## src/rtl/uart_pkg.sv

```systemverilog
// Shared UART definitions: default frame/baud constants and the tx arbiter state encodings.
package uart_pkg;

  localparam int BPS_MAX = 5208;
  localparam int BIT_MAX = 8;

  localparam logic [2:0] ST_IDLE      = 3'd0;
  localparam logic [2:0] ST_LOAD      = 3'd1;
  localparam logic [2:0] ST_WAIT_BUSY = 3'd2;
  localparam logic [2:0] ST_WAIT_DONE = 3'd3;
  localparam logic [2:0] ST_GAP       = 3'd4;

  typedef enum logic [2:0] {
    IDLE      = ST_IDLE,
    LOAD      = ST_LOAD,
    WAIT_BUSY = ST_WAIT_BUSY,
    WAIT_DONE = ST_WAIT_DONE,
    GAP       = ST_GAP
  } arb_state_t;

endpackage

```

## src/rtl/rr_pick.sv

```systemverilog
// Combinational round-robin selector: first set request after ptr, wrapping modulo N_REQ.
module rr_pick #(
  parameter int N_REQ = 4,
  localparam int PW = (N_REQ > 1) ? $clog2(N_REQ) : 1
) (
  input  logic [N_REQ-1:0] req,
  input  logic [PW-1:0]    ptr,
  output logic [PW-1:0]    sel,
  output logic             any_req
);

  logic [PW:0] idx;

  // One extra bit holds ptr+k before the modulo fold, so idx never exceeds N_REQ-1.
  always_comb begin
    sel     = '0;
    any_req = 1'b0;
    idx     = '0;
    for (int k = 1; k <= N_REQ; k++) begin
      idx = {1'b0, ptr} + (PW+1)'(k);
      if (idx >= (PW+1)'(N_REQ)) idx = idx - (PW+1)'(N_REQ);
      if (!any_req && req[idx[PW-1:0]]) begin
        any_req = 1'b1;
        sel     = idx[PW-1:0];
      end
    end
  end

endmodule

```

## src/rtl/uart_tx_arb.sv

```systemverilog
// Round-robin arbiter that grants one byte at a time to a shared UART transmitter,
// tracks the frame via tx_busy and then enforces an inter-frame gap.
module uart_tx_arb #(
  parameter int N_REQ   = 4,
  parameter int BIT_MAX = uart_pkg::BIT_MAX,
  parameter int ACK_TO  = 16,
  parameter int GAP_CYC = uart_pkg::BPS_MAX
) (
  input  logic                     clk,
  input  logic                     rst,
  input  logic [N_REQ-1:0]         req,
  input  logic [N_REQ*BIT_MAX-1:0] req_data,
  output logic [N_REQ-1:0]         gnt,
  output logic [BIT_MAX-1:0]       tx_data,
  output logic                     tx_ready,
  input  logic                     tx_busy,
  output logic                     drop,
  output logic                     err,
  output logic                     arb_busy,
  output logic [2:0]               state_dbg
);
  import uart_pkg::*;

  localparam int PW = (N_REQ > 1) ? $clog2(N_REQ) : 1;
  localparam int TW = (ACK_TO > 1) ? $clog2(ACK_TO) : 1;
  localparam int GW = (GAP_CYC > 1) ? $clog2(GAP_CYC) : 1;
  localparam logic [TW-1:0] T_LAST = TW'(ACK_TO - 1);
  localparam logic [GW-1:0] G_LAST = GW'(GAP_CYC - 1);

  // Handshakes: a requester holds req until it sees its one-cycle gnt pulse, which is
  // also the cycle its byte is captured. Toward the transmitter, tx_ready stays high
  // with tx_data stable until tx_busy is seen (acknowledge) or ACK_TO cycles elapse.
  arb_state_t        state;
  logic [PW-1:0]     ptr;
  logic [PW-1:0]     sel;
  logic              any_req;
  logic [TW-1:0]     tcnt;
  logic [GW-1:0]     gcnt;
  logic [BIT_MAX-1:0] sel_data;

  rr_pick #(.N_REQ(N_REQ)) u_pick (
    .req     (req),
    .ptr     (ptr),
    .sel     (sel),
    .any_req (any_req)
  );

  always_comb begin
    sel_data = '0;
    for (int i = 0; i < N_REQ; i++) begin
      if (sel == PW'(i)) sel_data = req_data[i*BIT_MAX +: BIT_MAX];
    end
  end

  assign arb_busy  = (state != IDLE);
  assign state_dbg = state;

  always_ff @(posedge clk or negedge rst) begin
    if (!rst) begin
      state    <= IDLE;
      ptr      <= PW'(N_REQ - 1);
      gnt      <= '0;
      tx_data  <= '0;
      tx_ready <= 1'b0;
      drop     <= 1'b0;
      err      <= 1'b0;
      tcnt     <= '0;
      gcnt     <= '0;
    end else begin
      gnt  <= '0;
      drop <= 1'b0;
      err  <= 1'b0;
      case (state)
        IDLE: begin
          if (any_req) begin
            gnt     <= {{(N_REQ-1){1'b0}}, 1'b1} << sel;
            tx_data <= sel_data;
            ptr     <= sel;
            state   <= LOAD;
          end
        end
        LOAD: begin
          // The transmitter never starts on 0x00, so such a byte is discarded here.
          if (tx_data == '0) begin
            drop  <= 1'b1;
            state <= IDLE;
          end else begin
            tx_ready <= 1'b1;
            tcnt     <= '0;
            state    <= WAIT_BUSY;
          end
        end
        WAIT_BUSY: begin
          if (tx_busy) begin
            tx_ready <= 1'b0;
            state    <= WAIT_DONE;
          end else if (tcnt == T_LAST) begin
            tx_ready <= 1'b0;
            err      <= 1'b1;
            gcnt     <= '0;
            state    <= GAP;
          end else begin
            tcnt <= tcnt + 1'b1;
          end
        end
        WAIT_DONE: begin
          if (!tx_busy) begin
            gcnt  <= '0;
            state <= GAP;
          end
        end
        GAP: begin
          if (gcnt == G_LAST) state <= IDLE;
          else gcnt <= gcnt + 1'b1;
        end
        default: state <= IDLE;
      endcase
    end
  end

endmodule
```

## config.mk

```make
export PLATFORM = sky130hd
export DESIGN_NAME = uart_tx_arb
export DESIGN_NICKNAME = d
export VERILOG_FILES = /design/src/rtl/uart_pkg.sv /design/src/rtl/rr_pick.sv /design/src/rtl/uart_tx_arb.sv
export SDC_FILE = /design/constraint.sdc
export NUM_CORES = 1
export LEC_CHECK = 0
export BUFFER_PORTS_ARGS = -buffer_cell sky130_fd_sc_hd__buf_2
export CORE_MARGIN = 2
export CORE_UTILIZATION = 30
export CTS_CLUSTER_DIAMETER = 120
export DETAILED_ROUTE_END_ITERATION = 7
export GPL_TIMING_DRIVEN = 0
export PLACE_DENSITY = 0.6
export SLEW_MARGIN = 10
export SYNTH_ARGS = -nofsm -noshare
export SYNTH_HDL_FRONTEND = slang
export SYNTH_SLANG_ARGS = --single-unit
```

## constraint.sdc

```tcl
create_clock -name clk -period 2.3 [get_ports clk]
set_input_delay 0.69 -clock clk [delete_from_list [all_inputs] [get_ports clk]]
set_output_delay 0.69 -clock clk [all_outputs]
set_load 0.03 [all_outputs]
```

## Word-level counts from Yosys, hierarchy flattened

Index checks and enable logic that the tools add are counted.
W data, S select, Z words.

- Memories kept: 0
- ROM bits: 0
- Logic and storage cells: 114
- Output and inout port bits: 19
- Bits in latches: 0
- Memory bits (writable): 0
- Bits of input ports: 39
- Register bits: 37

- Eq/ne operators: 18
- Bitwise gates (word level): 0
- Order comparisons: 8
- Shifts and indexed selects: 1
- Multipliers: 0
- Reduce and logical (&&, ||, !) cells: 17
- $add $sub $neg: 10
- Mux-type cells: 51
- Divide/modulo/power cells: 0

Operators by type and width:

| cell | count |
|---|---|
| $mux W13 | 4 |
| $pmux W13 S3 | 1 |
| $mux W8 | 4 |
| $mux W4 | 5 |
| $mux W2 | 9 |
| $mux W1 | 16 |
| $ne A2 B2 Y1 const B | 8 |
| $mux W3 | 5 |
| $pmux W3 S5 | 1 |
| $add A13 B1 Y13 const B | 1 |
| $eq A13 B13 Y1 const B | 1 |
| $ge A3 B3 Y1 const B | 4 |
| $lt A2 B3 Y1 const B | 4 |
| $bmux W1 S2 | 4 |
| $logic_not A8 Y1 | 1 |
| $pmux W4 S2 | 1 |
| $reduce_and A4 Y1 | 2 |
| $sub A2 B1 Y2 const B | 4 |
| $add A2 B2 Y3 const B | 2 |
| $eq A3 B2 Y1 const B | 2 |
| $reduce_bool A3 Y1 | 2 |
| $reduce_and A5 Y1 | 1 |
| $add A4 B1 Y4 const B | 1 |
| $eq A2 B2 Y1 const B | 2 |
| other kinds (16) | 20 |

## Depth between registers and ports, before layout

Gate-level depths: netlist of the first run.

- Word-level depth: 20
- Mapped depth: 7
- Depth with buffers taken out: 6

## By module

From an unflattened synthesis of the first run, not the netlist that was laid out.

- Cell total of the unflattened synthesis: 208
- Area, all modules: 2077.0 µm²

Modules (own cells, without submodules):

| module | cells an instance | instances | area an instance (µm²) | sequential area each (µm²) |
|---|---|---|---|---|
| uart_tx_arb | 194 | 1 | 1985.7 | 928.4 |
| rr_pick | 14 | 1 | 91.3 | 0.0 |

## Worst setup path after synthesis of the first run

OpenSTA, ideal clock, no wires.

- Path kind: in2reg
- From: in req[3]
- To: reg tx_data[5]
- Setup slack: 0.112 ns
- Stages: 6
- Setup time: 0.126 ns
- Arrival time: 2.062 ns
- Required time: 2.174 ns
- Path buffers: 2
- Cell sequence: or4_1 -> buf_2 -> and2_4 -> buf_6 -> a41o_1 -> a221o_1

- Cells in the longest elaborated chain, start to end: 17
- Elaborated cells between the ends (all ways): 31
- Classes of those cells: eq/ne (3); mux (20); reduce/logical (8)

Ends and longest elaborated chain:

| element | RTL line | text |
|---|---|---|
| start: declaration | uart_tx_arb.sv:11 | `input logic [N_REQ-1:0] req,` |
| $bmux W1 S2 | rr_pick.sv:22 | `if (!any_req && req[idx[PW-1:0]]) begin` |
| $mux W1 (not written as such) | rr_pick.sv:22 |  |
| $mux W1 | rr_pick.sv:22 |  |
| $logic_not A1 Y1 | rr_pick.sv:22 |  |
| $logic_and A1 B1 Y1 | rr_pick.sv:22 |  |
| $mux W1 | rr_pick.sv:22 |  |
| $logic_not A1 Y1 | rr_pick.sv:22 |  |
| $logic_and A1 B1 Y1 | rr_pick.sv:22 |  |
| $mux W1 | rr_pick.sv:22 |  |
| $logic_not A1 Y1 | rr_pick.sv:22 |  |
| $logic_and A1 B1 Y1 | rr_pick.sv:22 |  |
| $mux W2 | rr_pick.sv:22 |  |
| $logic_not A2 Y1 | uart_tx_arb.sv:51 | `if (sel == PW'(i)) sel_data = req_data[i*BIT_MAX +: BIT_MAX];` |
| $mux W8 (4 in series) | uart_tx_arb.sv:51 |  |
| end signal: assignment | uart_tx_arb.sv:77 | `tx_data <= sel_data;` |
| end: declaration | uart_tx_arb.sv:14 | `output logic [BIT_MAX-1:0] tx_data,` |

Several ways; a longest one is shown, not always the timed one. The select of a mux whose other input is x is not followed.
A chain may end at the register's enable or synchronous reset.

## Worst setup path after layout of the first run

- From: reg state[0], in the netlist state_dbg[0]
- To: out arb_busy

- Cells in the longest elaborated chain, start to end: 1

Ends and longest elaborated chain:

| element | RTL line | text |
|---|---|---|
| start: declaration | uart_tx_arb.sv:33 | `arb_state_t state;` |
| start signal: assignment | uart_tx_arb.sv:60 | `state <= IDLE;` |
| start signal: assignment | uart_tx_arb.sv:79 | `state <= LOAD;` |
| start signal: assignment | uart_tx_arb.sv:86 | `state <= IDLE;` |
| $reduce_bool A3 Y1 | uart_tx_arb.sv:55 | `assign arb_busy = (state != IDLE);` |
| end: declaration | uart_tx_arb.sv:19 | `output logic arb_busy,` |

Every way passes these cells.

==> metrics.cfg, run 1 <==
[grt]
grtUsageMet2_pct=20.2
grt_util_met1_pct=17.3
grt_overflow=0
grt_busiest_layer=met2
grt_usage_pct=12.8
antenna_found_initial=0
grt_pass1_wl_mm=7.39
grt_pass1_vias=1621
grt_max_degree=38
grt_use_met3_pct=3.40

[yosys]
synth_compound_area_share_pct=12.1
yosysWarningCount=0
ys_async_sr_fraction_pct=100
synth_top_area_share_pct=44.5
synthesis.area_um2=1970
synth-xor-area-share_pct=5.34
syn_inst=197
synth_nets=238
synth_area_leader_cell=dfrtp_1
avgSynthCellArea_um2=9.99
synth_seq_cells=37
yosys.area_share.simple_pct=22.8
synth_flop_cell=dfrtp_1
synth_area_leaders=dfrtp_1 (45%), mux2i_1 (6.1%), nand2_1 (4.6%)
synth_top_family_by_area=simple AND/OR/NAND/NOR gates
synth_fa_ha_area_share_pct=1.27
synthMuxAreaShare_pct=8.39
synth_edf_count=0
synth-seq-area-share_pct=47.2
synth.distinct_cells=47

[critical_path]
startpoint_type=register
crit_chain=clkbuf_1 -> nor3_4 -> inv_1 -> buf_2
critical_path_class=register to primary output
path_max_fanout=9
crit_required_ns=1.61
critical_path_arrival_ns=1.44
cp-end-kind=primary output
slowest_stage=dfrtp_1
max_stage_delay_ns=0.37
reg2reg_slack_ns=0.19

[floorplanning]
core_um2=6350
die-area_um2=7220
die_h_um=85.0
rows=29
initial_core_util_pct=31.0
die_w_um=85.0
io_pins=58

[final_layout]
fin_area_um2=2480
antennaDiodeCount=0
fin_util_pct=39.0
final_common_cell=buf_2
final_layout_size_suffix_gt1_share_pct=30.2
layout_common_cells=buf_2 (60), dfrtp_1 (35), nand2_1 (24), nor2_1 (24), mux2i_1 (12)
n_fill_cell=630
final_net_count=302
layout.cells.non_filler=339
syn_to_final_growth_pct=25.9

[placement]
dp_cells=331
dpl_cell_area_um2=2350
place_ws_ns=-0.101
portBuffers=57
gp_congestion=0.805
hpwl_mm=3.42

[power]
p_total_mw=2.97
p_leak_nw=1.22
p_per_area_nw_per_um2=1200
ir_drop_mv=0.649

[cts]
cts.path.max_buffers=2
clock_sinks=37
root_buffer=clkbuf_8
clk_latency_ns=0.28
cts_hold_buf=0
clk_pin_slew_ns=0.07
htreeDepth=2
cts_tree=built
cts_setup_buffers=0
numCtsBuffers=5

[run]
drv_cap=0

[detailed_routing]
drtPass1Iterations=4
drtAntennaViolNets=0
routed_via_density=4.91
wirelength_mm=4.37
drtIter0Drc=72
drc_errors=0
post_drt_wl_per_cell_um=12.9
vias=1664

[sta]
worst_hold_slack_ns=0.474
fmax_ghz=0.469
post-route-period-util_pct=92.6
slew_viol_final=0
hold_viol_final=0
relSlewSlack_pct=47.0
rsz0062_at_grt=false
worstMarginPinSlew_ns=0.795
setup_tns_ns=0
setup_slack_ns=0.170
fin_crit_ns=2.13
setup_viol=0
skew_ns=0.00362

[hold_path]
min_path_type=register to register

[outcome]
status=complete, no violations

==> cells by family (layout without fill, tap and decap cells) <==
family / count (synthesis) / in the layout
adders and majority gates: 2 / 2
AOI/OAI and AO/OA: 29 / 29
xor gates and xnor gates: 12 / 12
DFF: 37 / 37
and+or+nand+nor: 89 / 89
buffers and inverters: 12 / 77
muxes: 16 / 16
==> repair_timing <==
| action | CTS | global route |
|---|---|---|
| pin swaps | 0 | 1 |
| setup endpoints to repair | 1 | 1 |
| resized for setup | 1 | 1 |
==> layout make-up <==
class	count	area [um^2]	area share, %
multi-input combinational	148	995	40.2
sequential	37	928	37.5
timing repair buffer	57	285	11.5
tap	77	96.3	3.89
clock buffer	7	86.3	3.48
buffer	8	41.3	1.67
clock inverter	1	30.0	1.21
inverter	4	15.0	0.606
==> cell usage after synthesis (2+ instances only) <==
library cell / instances
nor4_1: 3
mux2i_1: 12
xor2_1: 8
nand2b_1: 2
a221o_1: 3
inv_1: 4
clkbuf_1: 4
nand2_1: 24
mux2_2: 4
nor3_1: 6
nor4b_1: 2
xnor2_1: 4
nor4bb_1: 2
and3_1: 4
dfstp_2: 2
nand3_1: 5
o221ai_1: 5
nor2b_1: 2
buf_2: 3
nand4_1: 5
a2111oi_0: 3
ha_1: 2
nor2_1: 24
dfrtp_1: 35
o21ai_0: 4
nand3b_1: 2
a41o_1: 3
==> flip-flops by register name (all words and copies together), names as in the netlist <==
name,flops
drop,1
err,1
gcnt,13
gnt,4
ptr,2
state_dbg,3
tcnt,4
tx_data,8
tx_ready,1
==> routing by layer <==
layer | part of all wire [%] | vias to the layer above
met5 | 0 | -
met3 | 5.1 | 4
li1 | - | 849
met4 | 0.73 | 0
met2 | 47 | 44
met1 | 48 | 767
==> path summary, 6_finish.rpt <==
path / start / end / cells after the start
worst max-delay path: state_dbg[0] / arb_busy / 4
worst min-delay path: tx_ready / tx_ready / 1
worst max register to register: ptr[1] / tx_data[5] / 6
worst min register to register: tx_ready / tx_ready / 1
max in group asynchronous: rst / state_dbg[0] / 1
min in group asynchronous: rst / gcnt[8] / 1
==> power by group <==
part	internal, mW	switching [mW]
logic	0.515	0.835
clock network	0.353	0.215
registers	0.864	0.187
total	1.73	1.24
==> worst max-delay path, delay by kind of cell, from the launching register on <==
family                 cells  cell delay (ns)
AND/OR/NAND/NOR            1             0.33
flip-flops                 1             0.37
buffers and inverters      3             0.46
Power figures use the tool's default switching activity.
==> inputs of run 2 (changes only) <==
==> constraint.sdc (replaced) <==
create_clock -name clk -period 2.7 [get_ports clk]
set_input_delay 0.81 -clock clk [delete_from_list [all_inputs] [get_ports clk]]
set_output_delay 0.81 -clock clk [all_outputs]
set_load 0.03 [all_outputs]
==> run 2 against run 1 <==
Compared with the run above: first-iteration DRC count decreased by 17%; register-to-register slack improved by 0.40 ns; setup slack improved by 0.13 ns; routed wire length decreased by 0.21%; design area decreased by 0.25%; utilization decreased by 0.099 points; sequential share of layout area increased by 0.095 points.
==> metrics.cfg, run 2 (synthesized netlist as in run 1, its figures left out) <==
[outcome]
status=complete, no violations

[power]
p_total_mw=2.52
combPwrFrac_pct=45.4
intPower_mw=1.47
p_leak_nw=1.22
p_per_area_nw_per_um2=1020
switchingPower_mw=1.04
power.share.switching_pct=41.5
power_frac_seq_pct=35.4
clkPwrFrac_pct=19.3
ir_drop_mv=0.552

[cts]
clk_latency_ns=0.28
htreeDepth=2
root_buffer=clkbuf_8
cts.path.max_buffers=2
numCtsBuffers=5
clock_sinks=37
cts_tree=built
clk_pin_slew_ns=0.07
cts_hold_buf=0

[sta]
hold_viol_final=0
worstMarginPinSlew_ns=0.795
relSlewSlack_pct=47.0
skew_ns=0.00365
fmax_ghz=0.417
slew_viol_final=0
fin_crit_ns=2.40
setup_tns_ns=0
setup_viol=0
rsz0062_at_grt=false
post-route-period-util_pct=88.9

[grt]
grt_max_degree=38
grt_usage_pct=12.8
grt_overflow=0
grt_pass1_wl_mm=7.40
grt_pass1_vias=1623
antenna_found_initial=0

[floorplanning]
die_h_um=85.0
die-area_um2=7220
core_um2=6350
rows=29
io_pins=58
die_w_um=85.0
initial_core_util_pct=31.0

[critical_path]
critical_path_class=register to primary output
path_max_fanout=9
rr_endpoint=tx_data[5]
crit_chain=clkbuf_1 -> nor3_2 -> inv_1 -> buf_2
cp-end-kind=primary output
critical_path_arrival_ns=1.59
rr_worst_depth=6
crit_required_ns=1.89
cp-startpoint=state_dbg[0]
slowest_stage=nor3_2
worstReg2RegStart=ptr[1]
max_stage_delay_ns=0.48
reg2reg_slack_ns=0.59
startpoint_type=register
cp-endpoint=arb_busy

[final_layout]
largest-register=gcnt
largest_reg_flops=13
reg_top3=gcnt x13, tx_data x8
final_common_cell=buf_2
layout_common_cells=buf_2 (60), dfrtp_1 (35), nand2_1 (24), nor2_1 (24), mux2i_1 (12)
antennaDiodeCount=0
fin_area_um2=2470
syn_to_final_growth_pct=25.6
final_net_count=302
final_layout_size_suffix_gt1_share_pct=30.2

[detailed_routing]
routed_via_density=4.94
drtIter0Drc=60
drc_errors=0
wirelength_mm=4.36
drtPass1Iterations=4
post_drt_wl_per_cell_um=12.9
vias=1675
drtAntennaViolNets=0

[run]
drv_cap=0

[placement]
hpwl_mm=3.42
dpl_cell_area_um2=2350
gp_congestion=0.805
portBuffers=57

[hold_path]
min_path_type=register to register

[run 2: cell counts in the layout (fill, tap and decap cells not counted)]
No cell type changed its count.
[run 2: worst min-delay path by stage]
stage / from / to / slack [ns] / cells after the start
3_5_place_dp: tx_ready / tx_ready / 0.46 / 1
6_report: tx_ready / tx_ready / 0.47 / 1
4_1_cts: tx_ready / tx_ready / 0.48 / 1
3_3_place_gp: tx_ready / tx_ready / 0.46 / 1
2_1_floorplan: ptr[0] / ptr[0] / 0.46 / 2
5_1_grt: tx_ready / tx_ready / 0.50 / 1
[run 2: what timing repair did]
action	CTS	global route
setup buffers	0	0
resized for setup	0	1
endpoints found under the setup margin	0	1
[run 2: per-stage QoR]
step	std cells	util (%)	hold slack [ns]	setup WS (ns)
CTS	339	38.8	0.477	0.0430
global route	339	38.9	0.498	0.161
finish	339	38.9	0.474	0.299
global placement	331	37.0	0.456	0.171
floorplan	197	-	0.461	0.392
detailed placement	331	37.0	0.461	0.179
[run 2: worst max-delay path, delay by kind of cell, from the launching register on]
kind / cells / cell delay [ns]
and+or+nand+nor: 1 / 0.48
buffers and inverters: 3 / 0.46
DFF: 1 / 0.37
[run 2: layout make-up]
cell class,instances,area [um^2]
Buffer,8,41.3
Clock buffer,7,86.3
Clock inverter,1,30.0
Fill cell,630,3880
Inverter,4,15.0
Multi-Input combinational cell,148,988
Sequential cell,37,928
Tap cell,77,96.3
Timing Repair Buffer,57,285
[run 2: routing by layer]
| layer | up-vias | GRT usage (%) | share of wire [%] |
|---|---|---|---|
| met5 | - | 0 | 0 |
| met3 | 5 | 3.40 | 6.1 |
| met4 | 0 | 3.46 | 0.87 |
| met2 | 49 | 20.2 | 47 |
| met1 | 775 | 17.3 | 46 |
| li1 | 846 | - | - |
[run 2: power groups by stage]
| stage | logic [mW] | registers, mW | clock network [mW] |
|---|---|---|---|
| floorplan | 0.648 | 1.07 | 0 |
| global placement | 1.13 | 0.899 | 0 |
| detailed placement | 1.15 | 0.901 | 0 |
| CTS | 1.15 | 0.892 | 0.499 |
| global route | 1.26 | 0.919 | 0.527 |
| finish | 1.14 | 0.890 | 0.484 |
==> inputs of run 3 (changes only) <==
--- a/config.mk
+++ b/config.mk
@@ -11,8 +11,10 @@
 export CTS_CLUSTER_DIAMETER = 120
 export DETAILED_ROUTE_END_ITERATION = 7
 export GPL_TIMING_DRIVEN = 0
+export HOLD_SLACK_MARGIN = 0.03
 export PLACE_DENSITY = 0.6
 export SLEW_MARGIN = 10
 export SYNTH_ARGS = -nofsm -noshare
 export SYNTH_HDL_FRONTEND = slang
+export SYNTH_HIERARCHICAL = 1
 export SYNTH_SLANG_ARGS = --single-unit
==> run 3 against run 2 <==
Compared with the run above: design area is 4.5% higher; count of clock-buffer cells in the layout fell by 1; setup slack better by 0.13 ns; critical endpoint unchanged; largest power group unchanged.
==> metrics.cfg, run 3 <==
[critical_path]
startpoint_type=register
crit_chain=buf_4 -> nor3_1 -> inv_1 -> buf_2
crit_required_ns=1.89
reg2reg_slack_ns=0.55
max_stage_delay_ns=0.38
critical_path_class=register to primary output
slowest_stage=dfrtp_1
cp-end-kind=primary output
path_max_fanout=10
critical_path_arrival_ns=1.46

[cts]
root_buffer=clkbuf_8
ctsResizeCount=0
clk_pin_slew_ns=0.07
cts.path.max_buffers=2
clk_latency_ns=0.28
cts_setup_buffers=0
cts_tree=built
htreeDepth=2
clock_sinks=37
numCtsBuffers=5
cts_hold_buf=0

[yosys]
synth_area_leader_cell=dfrtp_1
synth_top_area_share_pct=42.2
yosysWarningCount=6
ys_async_sr_fraction_pct=100
synth_seq_cells=37
synth_common_cells=nand2_1 (41), dfrtp_1 (35), nor2_1 (12), o31ai_1 (12)
avgSynthCellArea_um2=9.99
synth_most_common_cell=nand2_1
synth_nets=249
synth-seq-area-share_pct=44.7
synthesis.area_um2=2080
synth_edf_count=0
syn_inst=208
synth.distinct_cells=51
synth_area_leaders=dfrtp_1 (42%), mux4_2 (8.7%), nand2_1 (7.4%)
synth_flop_cell=dfrtp_1

[power]
p_per_area_nw_per_um2=973
p_leak_nw=1.20
ir_drop_mv=0.465

[final_layout]
final_common_cell=buf_2
largest-register=gcnt
antennaDiodeCount=0
fin_area_um2=2580
final_layout_size_suffix_gt1_share_pct=34.1
reg_top3=gcnt x13, tx_data x8
largest_reg_flops=13
final_net_count=313
syn_to_final_growth_pct=24.3
layout_common_cells=buf_2 (60), nand2_1 (41), dfrtp_1 (35)
n_fill_cell=688

[placement]
portBuffers=57
gp_congestion=0.805
hpwl_mm=3.56
dpl_cell_area_um2=2460

[sta]
rsz0062_at_grt=false
fmax_ghz=0.441
worstMarginPinSlew_ns=0.825
hold_viol_final=0
fin_crit_ns=2.27
slew_viol_final=0
relSlewSlack_pct=45.0
post-route-period-util_pct=84.0
setup_viol=0
setup_tns_ns=0
skew_ns=0.00764

[detailed_routing]
drtIter0Drc=95
wirelength_mm=4.91
post_drt_wl_per_cell_um=13.9
routed_via_density=5.19
drtPass1Iterations=6
drtAntennaViolNets=0
drc_errors=0
vias=1832

[run]
drv_cap=0

[floorplanning]
initial_core_util_pct=30.7
core_um2=6760
rows=30
die-area_um2=7600
io_pins=58
die_w_um=87.2
die_h_um=87.2

[grt]
grt_overflow=0
grt_max_degree=38
grt_usage_pct=13.8
grt_pass1_vias=1762
grt_pass1_wl_mm=8.33
antenna_found_initial=0

[hold_path]
min_path_type=register to register

[outcome]
status=complete, no violations

run 3: final cells by class:
type / count / area (um^2) / area share, %
well taps: 80 / 100 / 3.88
flip-flops and latches: 37 / 928 / 35.9
repair buffers: 57 / 285 / 11.0
plain buffers: 11 / 60.1 / 2.33
clock inverters: 2 / 37.5 / 1.45
inverters: 5 / 18.8 / 0.727
clock buffers: 6 / 82.6 / 3.20
multi-input cells: 155 / 1070 / 41.4
run 3: path summary, 6_finish.rpt:
kind	start	endpoint	depth (start not counted)
max	state_dbg[1]	arb_busy	4
min reg2reg	gcnt[12]	gcnt[12]	1
max reg2reg	ptr[1]	tx_data[7]	7
max in group asynchronous	rst	state_dbg[1]	1
min in group asynchronous	rst	gcnt[8]	1
min	gcnt[12]	gcnt[12]	1
run 3: logic make-up after synthesis:
family | synth area share, %
mux | 9.70
simple gates | 25.8
xor+xnor | 0.844
buf+inv | 3.79
compound gates | 13.9
fa+ha+maj | 1.20
flops | 44.7
run 3: metrics by stage:
stage	std cells	total power [mW]	hold slack, ns	utilization (%)	setup WS, ns
floorplan	208	1.70	0.444	-	0.391
global placement	345	2.01	0.471	36.4	0.129
detailed placement	345	2.03	0.470	36.4	0.116
CTS	353	2.54	0.483	38.2	0.423
global route	353	2.70	0.530	38.2	0.291
finish	353	2.51	0.489	38.2	0.433
run 3: where the power goes:
part	internal [mW]	switching [mW]	total [mW]
Clock	0.301	0.203	0.503
Sequential	0.725	0.158	0.883
Combinational	0.422	0.703	1.13
run 3: critical path: cells and delay by family (launching register included):
family,cells,cell delay (ns)
and+or+nand+nor,1,0.37
DFF,1,0.38
buffers and inverters,3,0.44
run 3: routing by layer:
metal / track usage [%] / share of wire, % / wire length [um] / vias to the layer above
met5: 0 / 0 / 0 / -
met4: 2.10 / 0.26 / 13 / 0
met3: 3.79 / 5.7 / 282 / 2
met2: 22.5 / 48 / 2350 / 49
met1: 19.0 / 46 / 2270 / 885
li1: - / - / - / 896
